`config.mk`:
```
export PLATFORM = sky130hd
export DESIGN_NAME = inst_fetch_ctrl
export DESIGN_NICKNAME = d
export VERILOG_FILES = /design/src/rtl/inst_fetch_ctrl.sv
export SDC_FILE = /design/constraint.sdc
export NUM_CORES = 1
export LEC_CHECK = 0
export ABC_CLOCK_PERIOD_IN_PS = 2800
export BUFFER_PORTS_ARGS = -buffer_cell sky130_fd_sc_hd__buf_2
export CAP_MARGIN = 20
export CORE_MARGIN = 2
export CORE_UTILIZATION = 25
export DETAILED_ROUTE_END_ITERATION = 7
export HOLD_SLACK_MARGIN = 0.1
export SLEW_MARGIN = 20
export SYNTH_ARGS = -nofsm -noshare
export SYNTH_HDL_FRONTEND = slang
export SYNTH_SLANG_ARGS = --single-unit
```
`constraint.sdc`:
```
create_clock -name clk -period 2.8 [get_ports clk]
set_clock_uncertainty 0.1 [all_clocks]
set_input_delay 0.42 -clock clk [delete_from_list [all_inputs] [get_ports clk]]
set_output_delay 0.42 -clock clk [all_outputs]
set_load 0.05 [all_outputs]
```
`src/rtl/inst_fetch_ctrl.sv`:
```
// inst_fetch_ctrl: fetch sequencer between the PC/redirect logic, the ICache
// and the instruction buffer. It keeps at most one ICache request outstanding,
// forwards returned instruction pairs combinationally, throttles on
// buffer-full and squashes in-flight responses after a redirect.
//
// Handshake semantics (single statement for all interfaces):
//   request  : a request is accepted in a cycle where icache_req_o && icache_ack_i;
//              icache_ack_i is ignored whenever icache_req_o is low.
//   response : icache_resp_valid_i for one cycle delivers the data of the single
//              outstanding request; it is never back-pressured.
//   push     : inst1_valid_o / inst2_valid_o are one-cycle push strobes; the
//              buffer always has room for the pair already in flight.
module inst_fetch_ctrl #(
  parameter logic [31:0] RESET_PC   = 32'hBFC0_0000,
  parameter int          LINE_WORDS = 8
) (
  input  logic        clk,
  input  logic        rst,
  input  logic        flush_i,
  input  logic [31:0] flush_pc_i,
  input  logic        buffer_full_i,
  output logic        icache_req_o,
  output logic [31:0] icache_pc_o,
  input  logic        icache_ack_i,
  input  logic        icache_resp_valid_i,
  input  logic [31:0] icache_inst1_i,
  input  logic [31:0] icache_inst2_i,
  output logic [31:0] inst1_o,
  output logic [31:0] inst2_o,
  output logic [31:0] inst1_addr_o,
  output logic [31:0] inst2_addr_o,
  output logic        inst1_valid_o,
  output logic        inst2_valid_o,
  output logic [15:0] discard_cnt_o,
  output logic [1:0]  state_dbg_o
);

  localparam int LW_BITS = $clog2(LINE_WORDS);

  typedef enum logic [1:0] {
    S_IDLE    = 2'd0,
    S_REQ     = 2'd1,
    S_WAIT    = 2'd2,
    S_DISCARD = 2'd3
  } state_e;

  state_e      state_q, state_d;
  logic [31:0] pc_q, pc_d;
  logic [15:0] cnt_q, cnt_d;

  logic        req;
  logic        v1;
  logic        v2;
  logic        last_word;
  logic        fwd;
  logic [15:0] cnt_inc;
  logic        unused_flush_lsbs;

  // Redirect targets are word aligned; the low bits carry no information.
  assign unused_flush_lsbs = ^flush_pc_i[1:0];

  // Second word of the pair falls into the next line when pc is the line's last word.
  assign last_word = &pc_q[LW_BITS+1:2];

  // Saturating increment for the squashed-response counter.
  assign cnt_inc = (cnt_q == 16'hFFFF) ? cnt_q : cnt_q + 16'd1;

  // State, pc and discard counter registers with synchronous reset.
  always_ff @(posedge clk) begin
    if (rst) begin
      state_q <= S_IDLE;
      pc_q    <= RESET_PC;
      cnt_q   <= 16'd0;
    end else begin
      state_q <= state_d;
      pc_q    <= pc_d;
      cnt_q   <= cnt_d;
    end
  end

  // Next-state, pc update and request/push decisions; flush overrides everything.
  always_comb begin
    state_d = state_q;
    pc_d    = pc_q;
    cnt_d   = cnt_q;
    req     = 1'b0;
    v1      = 1'b0;
    v2      = 1'b0;
    if (flush_i) begin
      pc_d = {flush_pc_i[31:2], 2'b00};
      case (state_q)
        S_WAIT, S_DISCARD: begin
          if (icache_resp_valid_i) begin
            cnt_d   = cnt_inc;
            state_d = S_REQ;
          end else begin
            state_d = S_DISCARD;
          end
        end
        default: state_d = S_REQ;
      endcase
    end else begin
      case (state_q)
        S_IDLE: state_d = S_REQ;
        S_REQ: begin
          req = !buffer_full_i;
          if (req && icache_ack_i) state_d = S_WAIT;
        end
        S_WAIT: begin
          if (icache_resp_valid_i) begin
            v1      = 1'b1;
            v2      = !last_word;
            pc_d    = pc_q + (last_word ? 32'd4 : 32'd8);
            state_d = S_REQ;
          end
        end
        S_DISCARD: begin
          if (icache_resp_valid_i) begin
            cnt_d   = cnt_inc;
            state_d = S_REQ;
          end
        end
        default: state_d = S_IDLE;
      endcase
    end
  end

  // Data and addresses pass through only while a response is awaited.
  assign fwd = (state_q == S_WAIT) && !rst;

  assign icache_req_o  = req && !rst;
  assign icache_pc_o   = pc_q;
  assign inst1_valid_o = v1 && !rst;
  assign inst2_valid_o = v2 && !rst;
  assign inst1_o       = fwd ? icache_inst1_i : 32'd0;
  assign inst2_o       = fwd ? icache_inst2_i : 32'd0;
  assign inst1_addr_o  = fwd ? pc_q : 32'd0;
  assign inst2_addr_o  = fwd ? pc_q + 32'd4 : 32'd0;
  assign discard_cnt_o = rst ? 16'd0 : cnt_q;
  assign state_dbg_o   = state_q;

endmodule

```
==> impl_metrics.ini, run 1 <==
[pwr]
leakagePower_nw = 3.01
power_mw = 1.88
vdd_drop_max_v = 0.000199
power_density_nw_per_um2 = 291

[synth]
yosys.area.top_type = dfxtp_1
synth_warnings = 0
synth_edf_count = 0
async_reset_ff_share_pct = 0
syn_area_um2 = 4160
ys_seq_area_share_pct = 23.1
synth-main-ff-cell = dfxtp_1
synth_seq_cells = 48
synth_area_leaders = dfxtp_1, and2_1, mux2_2
synth_area_per_cell_um2 = 7.28
postSynthCellCount = 571
synth.top_cell.area_share_pct = 23.1
ys_types = 51

[final_layout]
stdcell_area_um2 = 6450
fillers = 1718
syn2layout_area_growth_pct = 55.3
drive_gt1_share_pct = 48.7
nNetsFinal = 961

[hold_path]
hp-class = in2reg
whs_endpoint = icache_pc_o[18]$_SDFFE_PP0P_
min_from = flush_pc_i[18]
min_path_cells = 3

[placed_design]
hpwl_um = 12900
dpl_cell_area_um2 = 6010
port_buffers = 274
globalplace.congestion = 0.843

[clocking]
htree_levels = 2
cts_tree = built
clk_latency_ns = 0.30
clkTransAtPathRegs_ns = 0.08
clockBufferDepth = 2
cts_sinks = 48
cts_buffers = 5
root_buffer = clkbuf_16
cts-hold-fix-buffers = 0

[die]
die_area_um2 = 17700
row_count = 47
initial_core_util_pct = 25.3
core_um2 = 16400
die_h_um = 133
io_pins = 283
dieWidth_um = 133

[global_routing]
grt_pass1_wl_um = 25600
grtUsageTotal_pct = 18.1
grt_max_degree = 63
grt_pass1_vias = 4614
grt_antenna_before_repair = 4
gr-total-overflow = 0

[critical_path]
crit_required_ns = 2.28
path_max_fanout = 6
crit_path_end_kind = output pin
r2r_start = icache_pc_o[2]$_SDFFE_PP0P_
rrSetupSlack_ns = 0.18
critPathLaunchType = flop
regToRegEndpoint = icache_pc_o[16]$_SDFFE_PP0P_
path_class = reg2out
worstPathArrival_ns = 2.23
critical_path.startpoint = icache_pc_o[13]$_SDFFE_PP0P_
worst_r2r_path_depth = 9

[timing]
max_freq_mhz = 363
setup-violations-final = 0
worstMarginPinSlew_ns = 0.608
final.period_utilization_pct = 98.3
relSlewSlack_pct = 59.1
rsz0062_at_grt = yes
drv_slew = 0
period_needed_ns = 2.75
fin_setup_tns_ns = 0
hold_viol_final = 0
fin_hold_ws_ns = 0.276

[run]
maxCapViolCount = 0

[drt]
num_vias = 5153
ant_nets = 0
wl_per_cell_um = 15.8
drt_iter0_markers = 266
firstDrtPassIters = 4
avgViaCountPerCell = 4.79
drt_wl_total_um = 17000
drc = 0

[outcome]
status = complete, no violations
[per-stage QoR]
step | worst slack (ns) | utilization [%] | instances
after floorplan | -0.00367 | - | 576
after global placement | 0.0863 | 36.6 | 1054
after detailed placement | 0.0560 | 36.6 | 1054
after CTS | -0.00445 | 38.5 | 1067
after global routing | -0.0299 | 39.3 | 1074
final | 0.0485 | 39.3 | 1075
[critical path, cell delays in order, from the launching register on]
cell	delay (ns)
dfxtp_4	0.40
nand4_1	0.20
or3_1	0.45
or3_4	0.40
mux2_2	0.29
buf_4	0.19
[flip-flops by register name, summed over array words and instances (netlist names)]
signal and cells:
cnt_q 16, icache_pc_o 30, state_dbg_o 2
[placed cells by master (no fill, tap or decap), types with 5 or more instances in the layout]
cell | Yosys | final
a211oi_1 | 12 | 12
a21oi_1 | 22 | 13
a21oi_4 | 0 | 5
a311oi_1 | 9 | 8
and2_1 | 98 | 98
buf_2 | 8 | 261
buf_4 | 6 | 54
buf_6 | 0 | 5
clkbuf_16 | 0 | 5
conb_1 | 1 | 6
dfxtp_1 | 48 | 25
dfxtp_2 | 0 | 9
dfxtp_4 | 0 | 14
inv_1 | 8 | 8
mux2_2 | 20 | 20
nand2_1 | 22 | 20
nand3b_1 | 7 | 7
nand4_1 | 18 | 18
nor2_1 | 58 | 56
nor2b_1 | 16 | 16
nor3_1 | 34 | 28
nor3_2 | 0 | 5
nor4_1 | 17 | 15
o21ai_0 | 18 | 17
o31a_1 | 7 | 7
o31ai_1 | 5 | 5
or2_2 | 6 | 5
or3_1 | 20 | 16
or4_1 | 10 | 6
or4_4 | 0 | 5
xnor2_1 | 13 | 13
xor2_1 | 5 | 5
[synthesized netlist by cell type, drive strengths merged, types with 2 or more instances]
library cell / n
and2: 98
nor2: 58
dfxtp: 48
clkbuf: 36
nor3: 34
a21oi: 22
nand2: 22
mux2: 20
or3: 20
nand4: 19
nor4: 18
o21ai: 18
buf: 16
nor2b: 16
xnor2: 13
a211oi: 12
or4: 10
a311oi: 9
inv: 8
nand3b: 7
o31a: 7
or2: 7
nand3: 6
ha: 5
o31ai: 5
xor2: 5
a221oi: 4
nor3b: 3
a2111oi: 2
a31oi: 2
and4: 2
mux2i: 2
nand2b: 2
nand4b: 2
nor4b: 2
o41ai: 2
[layer usage]
| metal | track usage [%] | wire, um |
|---|---|---|
| met3 | 4.60 | 1190 |
| met5 | 0 | 16 |
| met4 | 2.69 | 66 |
| met2 | 29.4 | 7920 |
| met1 | 24.7 | 7820 |
[power breakdown]
| group | internal, mW | switching, mW | total (mW) |
|---|---|---|---|
| clock network | 0.331 | 0.296 | 0.628 |
| registers | 0.712 | 0.0564 | 0.769 |
| logic | 0.164 | 0.318 | 0.482 |
[repair_timing]
action	in CTS	in global routing
gates resized for setup	36	24
buffers inserted	4	7
gates cloned	1	0
hold endpoints to repair	0	0
pin swaps	8	6
setup endpoints to repair	14	18
[kinds of logic after synthesis]
| kind of cell | Yosys count | synth area share [%] |
|---|---|---|
| AND/OR/NAND/NOR | 328 | 44.7 |
| AO/OA/AOI/OAI | 87 | 14.0 |
| buffers and inverters | 61 | 6.38 |
| flip-flops | 48 | 23.1 |
| multiplexers | 22 | 5.90 |
| XOR/XNOR | 18 | 3.79 |
| adder cells (fa/ha/maj) | 6 | 1.99 |
| other | 1 | 0.0902 |
[worst max-delay path by stage]
| stage | endpoint | slack (ns) | depth (start not counted) |
|---|---|---|---|
| 3_5_place_dp | inst2_addr_o[30] | 0.06 | 6 |
| 3_3_place_gp | inst2_addr_o[30] | 0.09 | 6 |
| 6_report | inst2_addr_o[31] | 0.05 | 5 |
| 5_1_grt | inst2_addr_o[29] | -0.03 | 6 |
| 2_1_floorplan | inst2_addr_o[18] | -0.004 | 6 |
| 4_1_cts | inst2_addr_o[25] | -0.004 | 5 |
[final cells by class]
class	instances	area [um^2]	area share, %
well taps	220	275	4.27
inverters	9	33.8	0.524
clock buffers	5	125	1.94
clock inverters	3	17.5	0.272
diodes	1	2.50	0.0388
multi-input cells	468	3180	49.4
repair buffers	321	1790	27.7
flip-flops and latches	48	1020	15.9
Power figures use the tool's default switching activity.
==> run 2, diff against run 1 <==
SETUP_SLACK_MARGIN = 0.5   (was unset)
==> impl_metrics.ini, run 2 (synthesis results as in run 1) <==
[outcome]
status = complete, no violations

[clocking]
htree_levels = 2
cts_sinks = 48
clockBufferDepth = 2
cts-hold-fix-buffers = 0
cts_buffers = 5
cts_tree = built
clk_latency_ns = 0.29
clkTransAtPathRegs_ns = 0.07
root_buffer = clkbuf_16

[timing]
setup-violations-final = 0
rsz0062_at_grt = yes
final.period_utilization_pct = 100
period_needed_ns = 2.80
max_freq_mhz = 357
fin_hold_ws_ns = 0.273
hold_viol_final = 0
relSlewSlack_pct = 53.9
drv_slew = 0
worstMarginPinSlew_ns = 0.686

[critical_path]
path_class = reg2out
path_delay_family = simple AND/OR/NAND/NOR gates
worstPathArrival_ns = 2.28
critPathLaunchType = flop
critical_path.cell_chain = nand4_1, or4_4, or3_4, a21oi_4, buf_6
crit_path_end_kind = output pin
path_buf_inv = 1
crit_required_ns = 2.28
cpPeakStageDelay_ns = 0.66
path_max_fanout = 6
crit_slowest_cell = or4_4

[drt]
firstDrtPassIters = 4
drt_iter0_markers = 264
wl_per_cell_um = 16.9
drc = 0
avgViaCountPerCell = 4.96
ant_nets = 0
drt_wl_total_um = 18800
num_vias = 5546

[pwr]
vdd_drop_max_v = 0.000221
power_mw = 1.98
leakagePower_nw = 3.64
power_density_nw_per_um2 = 246

[die]
row_count = 47
initial_core_util_pct = 25.3
core_um2 = 16400
io_pins = 283
die_h_um = 133
dieWidth_um = 133
die_area_um2 = 17700

[final_layout]
largest_reg_flops = 30
nNetsFinal = 1004
stdcell_area_um2 = 8060
fillers = 1564
drive_gt1_share_pct = 65.7
syn2layout_area_growth_pct = 94.0
final_common_cell = buf_2
mostFrequentLayoutCells = buf_2, buf_4, and2_2

[run]
maxCapViolCount = 0

[placed_design]
hpwl_um = 12400
dpl_cell_area_um2 = 6330
globalplace.congestion = 0.855
port_buffers = 274

[global_routing]
grt_antenna_before_repair = 2
grt_max_degree = 55
grtUsageTotal_pct = 19.6
grt_pass1_wl_um = 27900
gr-total-overflow = 0
grt_pass1_vias = 5182

[hold_path]
hp-class = in2reg
[run 2: cell count changes in the layout (fill, tap and decap cells not counted), sizes merged]
cell	delta
buf	+38
clkbuf	+4
bufbuf	+1
inv	-1
or4	+1
[run 2: layout make-up]
class	instances	area [um^2]	area share, %
clock inverters	2	10.0	0.124
repair buffers	363	2660	32.9
multi-input cells	469	3890	48.2
diodes	1	2.50	0.0310
clock buffers	6	139	1.72
flip-flops and latches	48	1060	13.1
well taps	220	275	3.41
inverters	9	36.3	0.450
[run 2: path summary, 6_finish.rpt]
kind | from | to | slack, ns | cells past startpoint
worst max-delay path | icache_pc_o[8]$_SDFFE_PP0P_ | inst2_addr_o[18] | 0.0002 | 5
worst min-delay path | flush_pc_i[20] | icache_pc_o[20]$_SDFFE_PP0P_ | 0.27 | 3
worst max register to register | icache_pc_o[2]$_SDFFE_PP0P_ | icache_pc_o[16]$_SDFFE_PP0P_ | 0.21 | 10
worst min register to register | cnt_q[9]$_SDFFE_PP0P_ | cnt_q[9]$_SDFFE_PP0P_ | 0.41 | 1
[run 2: metrics by stage]
stage	TNS, ns	worst slack [ns]	util (%)	std cells
2_1_floorplan	0	0.146	-	576
3_3_place_gp	0	0.193	38.6	1043
3_5_place_dp	0	0.203	38.6	1043
4_1_cts	0	0.000966	45.6	1102
5_1_grt	-0.0780	-0.0367	49.1	1117
6_report	0	0.000174	49.1	1118
[run 2: repair_timing]
item / 4_1_cts / 5_1_grt
setup endpoints to repair: 112 / 126
cloned: 4 / 1
setup buffers: 47 / 14
pin swaps: 38 / 30
gates resized for setup: 165 / 124
hold endpoints to repair: 0 / 0
[run 2: worst register-to-register path, stage by stage, from the launching register on]
cell	delay, ns
dfxtp_4	0.37
ha_4	0.16
buf_6	0.10
ha_4	0.15
ha_4	0.14
fa_2	0.17
nand4b_1	0.16
or4_4	0.47
buf_6	0.16
or3_1	0.30
a311oi_1	0.23
[run 2: routing by layer]
layer / GRT usage [%] / vias up / wire (um)
met1: 25.2 / 2616 / 7810
met5: 0 / - / 13
met3: 4.10 / 26 / 1300
li1: - / 2697 / -
met4: 5.38 / 2 / 319
met2: 33.4 / 205 / 9390
[run 2: power by group]
part / total (mW) / switching, mW / internal (mW)
logic: 0.582 / 0.365 / 0.216
clock network: 0.627 / 0.274 / 0.353
registers: 0.771 / 0.0621 / 0.709
==> run 3, diff against run 2 <==
ABC_CLOCK_PERIOD_IN_PS = 2300   (was 2800)
clock period = 2.3 ns   (was 2.8 ns; I/O delays follow)
==> impl_metrics.ini, run 3 (synthesis results as in run 1) <==
[outcome]
status = complete, but fails checks
violations = setup timing

[placed_design]
globalplace.congestion = 0.839
place_inst = 1108
hpwl_um = 13700
pre_cts_ws_ns = -0.201
port_buffers = 274

[critical_path]
path_class = reg2out
critical_path.cell_chain = nand4_1, or4_4, nor3_2, mux2_4, buf_2
crit_slowest_cell = or4_4
crit_required_ns = 1.86
critPathLaunchType = flop
path_max_fanout = 12
path_delay_family = simple AND/OR/NAND/NOR gates
path_buf_inv = 1
rrSetupSlack_ns = -0.24
cpPeakStageDelay_ns = 0.66
crit_path_end_kind = output pin
worstPathArrival_ns = 2.25

[clocking]
clk_latency_ns = 0.30
root_buffer = clkbuf_16
htree_levels = 2
cts_buffers = 5
cts-hold-fix-buffers = 0
clockBufferDepth = 2
clkTransAtPathRegs_ns = 0.07
cts_tree = built
cts_sinks = 48

[final_layout]
final_common_cell = buf_2
drive_gt1_share_pct = 74.7
fin_cells = 1182
nNetsFinal = 1068
finish.utilization_pct = 60.7
mostFrequentLayoutCells = buf_2, buf_8, and2_4
largest_reg_flops = 30
syn2layout_area_growth_pct = 140

[drt]
drt_iter0_markers = 368
avgViaCountPerCell = 5.13
wl_per_cell_um = 19.5
num_vias = 6061
firstDrtPassIters = 5
ant_nets = 0
drt_wl_total_um = 23000
drc = 0

[timing]
fin_ws_ns = -0.399
setup-violations-final = 42
rsz0062_at_grt = yes
drv_slew = 0
max_freq_mhz = 371
worstMarginPinSlew_ns = 0.751
final.period_utilization_pct = 117
period_needed_ns = 2.70
hold_viol_final = 0
fin_hold_ws_ns = 0.211
relSlewSlack_pct = 49.4

[die]
io_pins = 283
core_um2 = 16400
dieWidth_um = 133
die_area_um2 = 17700
row_count = 47
die_h_um = 133
initial_core_util_pct = 25.3

[global_routing]
grt_max_degree = 37
grt_pass1_wl_um = 32200
gr-total-overflow = 0
grt_antenna_before_repair = 2
grt_pass1_vias = 5681
grtUsageTotal_pct = 22.9

[pwr]
leakagePower_nw = 4.35
vdd_drop_max_v = 0.000289
power_density_nw_per_um2 = 257

[hold_path]
hp-class = in2reg

[run]
maxCapViolCount = 0
## run 3: cell count changes in the layout (fill, tap and decap cells not counted), moves of 6 or more
cell,change
a211oi_1,-6
buf_12,+7
buf_2,-24
buf_4,-34
nor4_4,+6
dfxtp_2,+16
and2_1,-32
buf_16,+7
buf_6,+10
and2_2,-64
and2_4,+96
dfxtp_1,-12
buf_8,+98
## run 3: report_power, final
group	total, mW	internal [mW]	switching [mW]
registers	0.910	0.864	0.0462
logic	0.844	0.327	0.517
clock network	0.803	0.464	0.339
total	2.56	1.66	0.902
## run 3: area by class of cell
class | instances | area, um^2
Antenna cell | 1 | 2.50
Fill cell | 1318 | 6450
Sequential cell | 48 | 1060
Inverter | 9 | 36.3
Multi-Input combinational cell | 470 | 4240
Clock buffer | 8 | 156
Tap cell | 220 | 275
Timing Repair Buffer | 426 | 4180
## run 3: what timing repair did
action,4_1_cts,5_1_grt
endpoints found under the setup margin,164,173
gates resized for setup,470,190
gates cloned,10,5
pin swaps,107,55
buffers inserted,34,16
## run 3: routing by layer
metal,share of wire [%],GRT usage [%],wire length [um]
met3,6.0,3.72,1380
met4,2.1,5.02,488
met1,41,30.7,9420
met2,51,38.8,11700
met5,0.048,0,11
## run 3: worst paths after layout
path                                     from  cells past startpoint                           end
setup / recovery  icache_pc_o[8]$_SDFFE_PP0P_                      5              inst2_addr_o[22]
hold / removal                 flush_pc_i[21]                      3  icache_pc_o[21]$_SDFFE_PP0P_
setup reg to reg  icache_pc_o[2]$_SDFFE_PP0P_                     10  icache_pc_o[16]$_SDFFE_PP0P_
hold reg to reg         cnt_q[9]$_SDFFE_PP0P_                      1         cnt_q[9]$_SDFFE_PP0P_
## run 3: metrics by stage
stage | total power [mW] | instance area, um^2 | setup TNS, ns
2_1_floorplan | 1.34 | 4810 | -6.99
3_3_place_gp | 1.61 | 6840 | -2.20
3_5_place_dp | 1.62 | 6840 | -2.54
4_1_cts | 2.50 | 9080 | -6.85
5_1_grt | 2.65 | 9950 | -10.28
6_report | 2.56 | 9960 | -7.31
## run 3: worst reg2reg max path, cell delays in order, from the launching register on
cell      delay [ns]
dfxtp_4         0.36
ha_4            0.15
buf_4           0.11
ha_4            0.16
ha_4            0.14
fa_2            0.18
nand4b_1        0.13
or4_4           0.44
buf_6           0.16
or3_1           0.32
a311oi_2        0.23
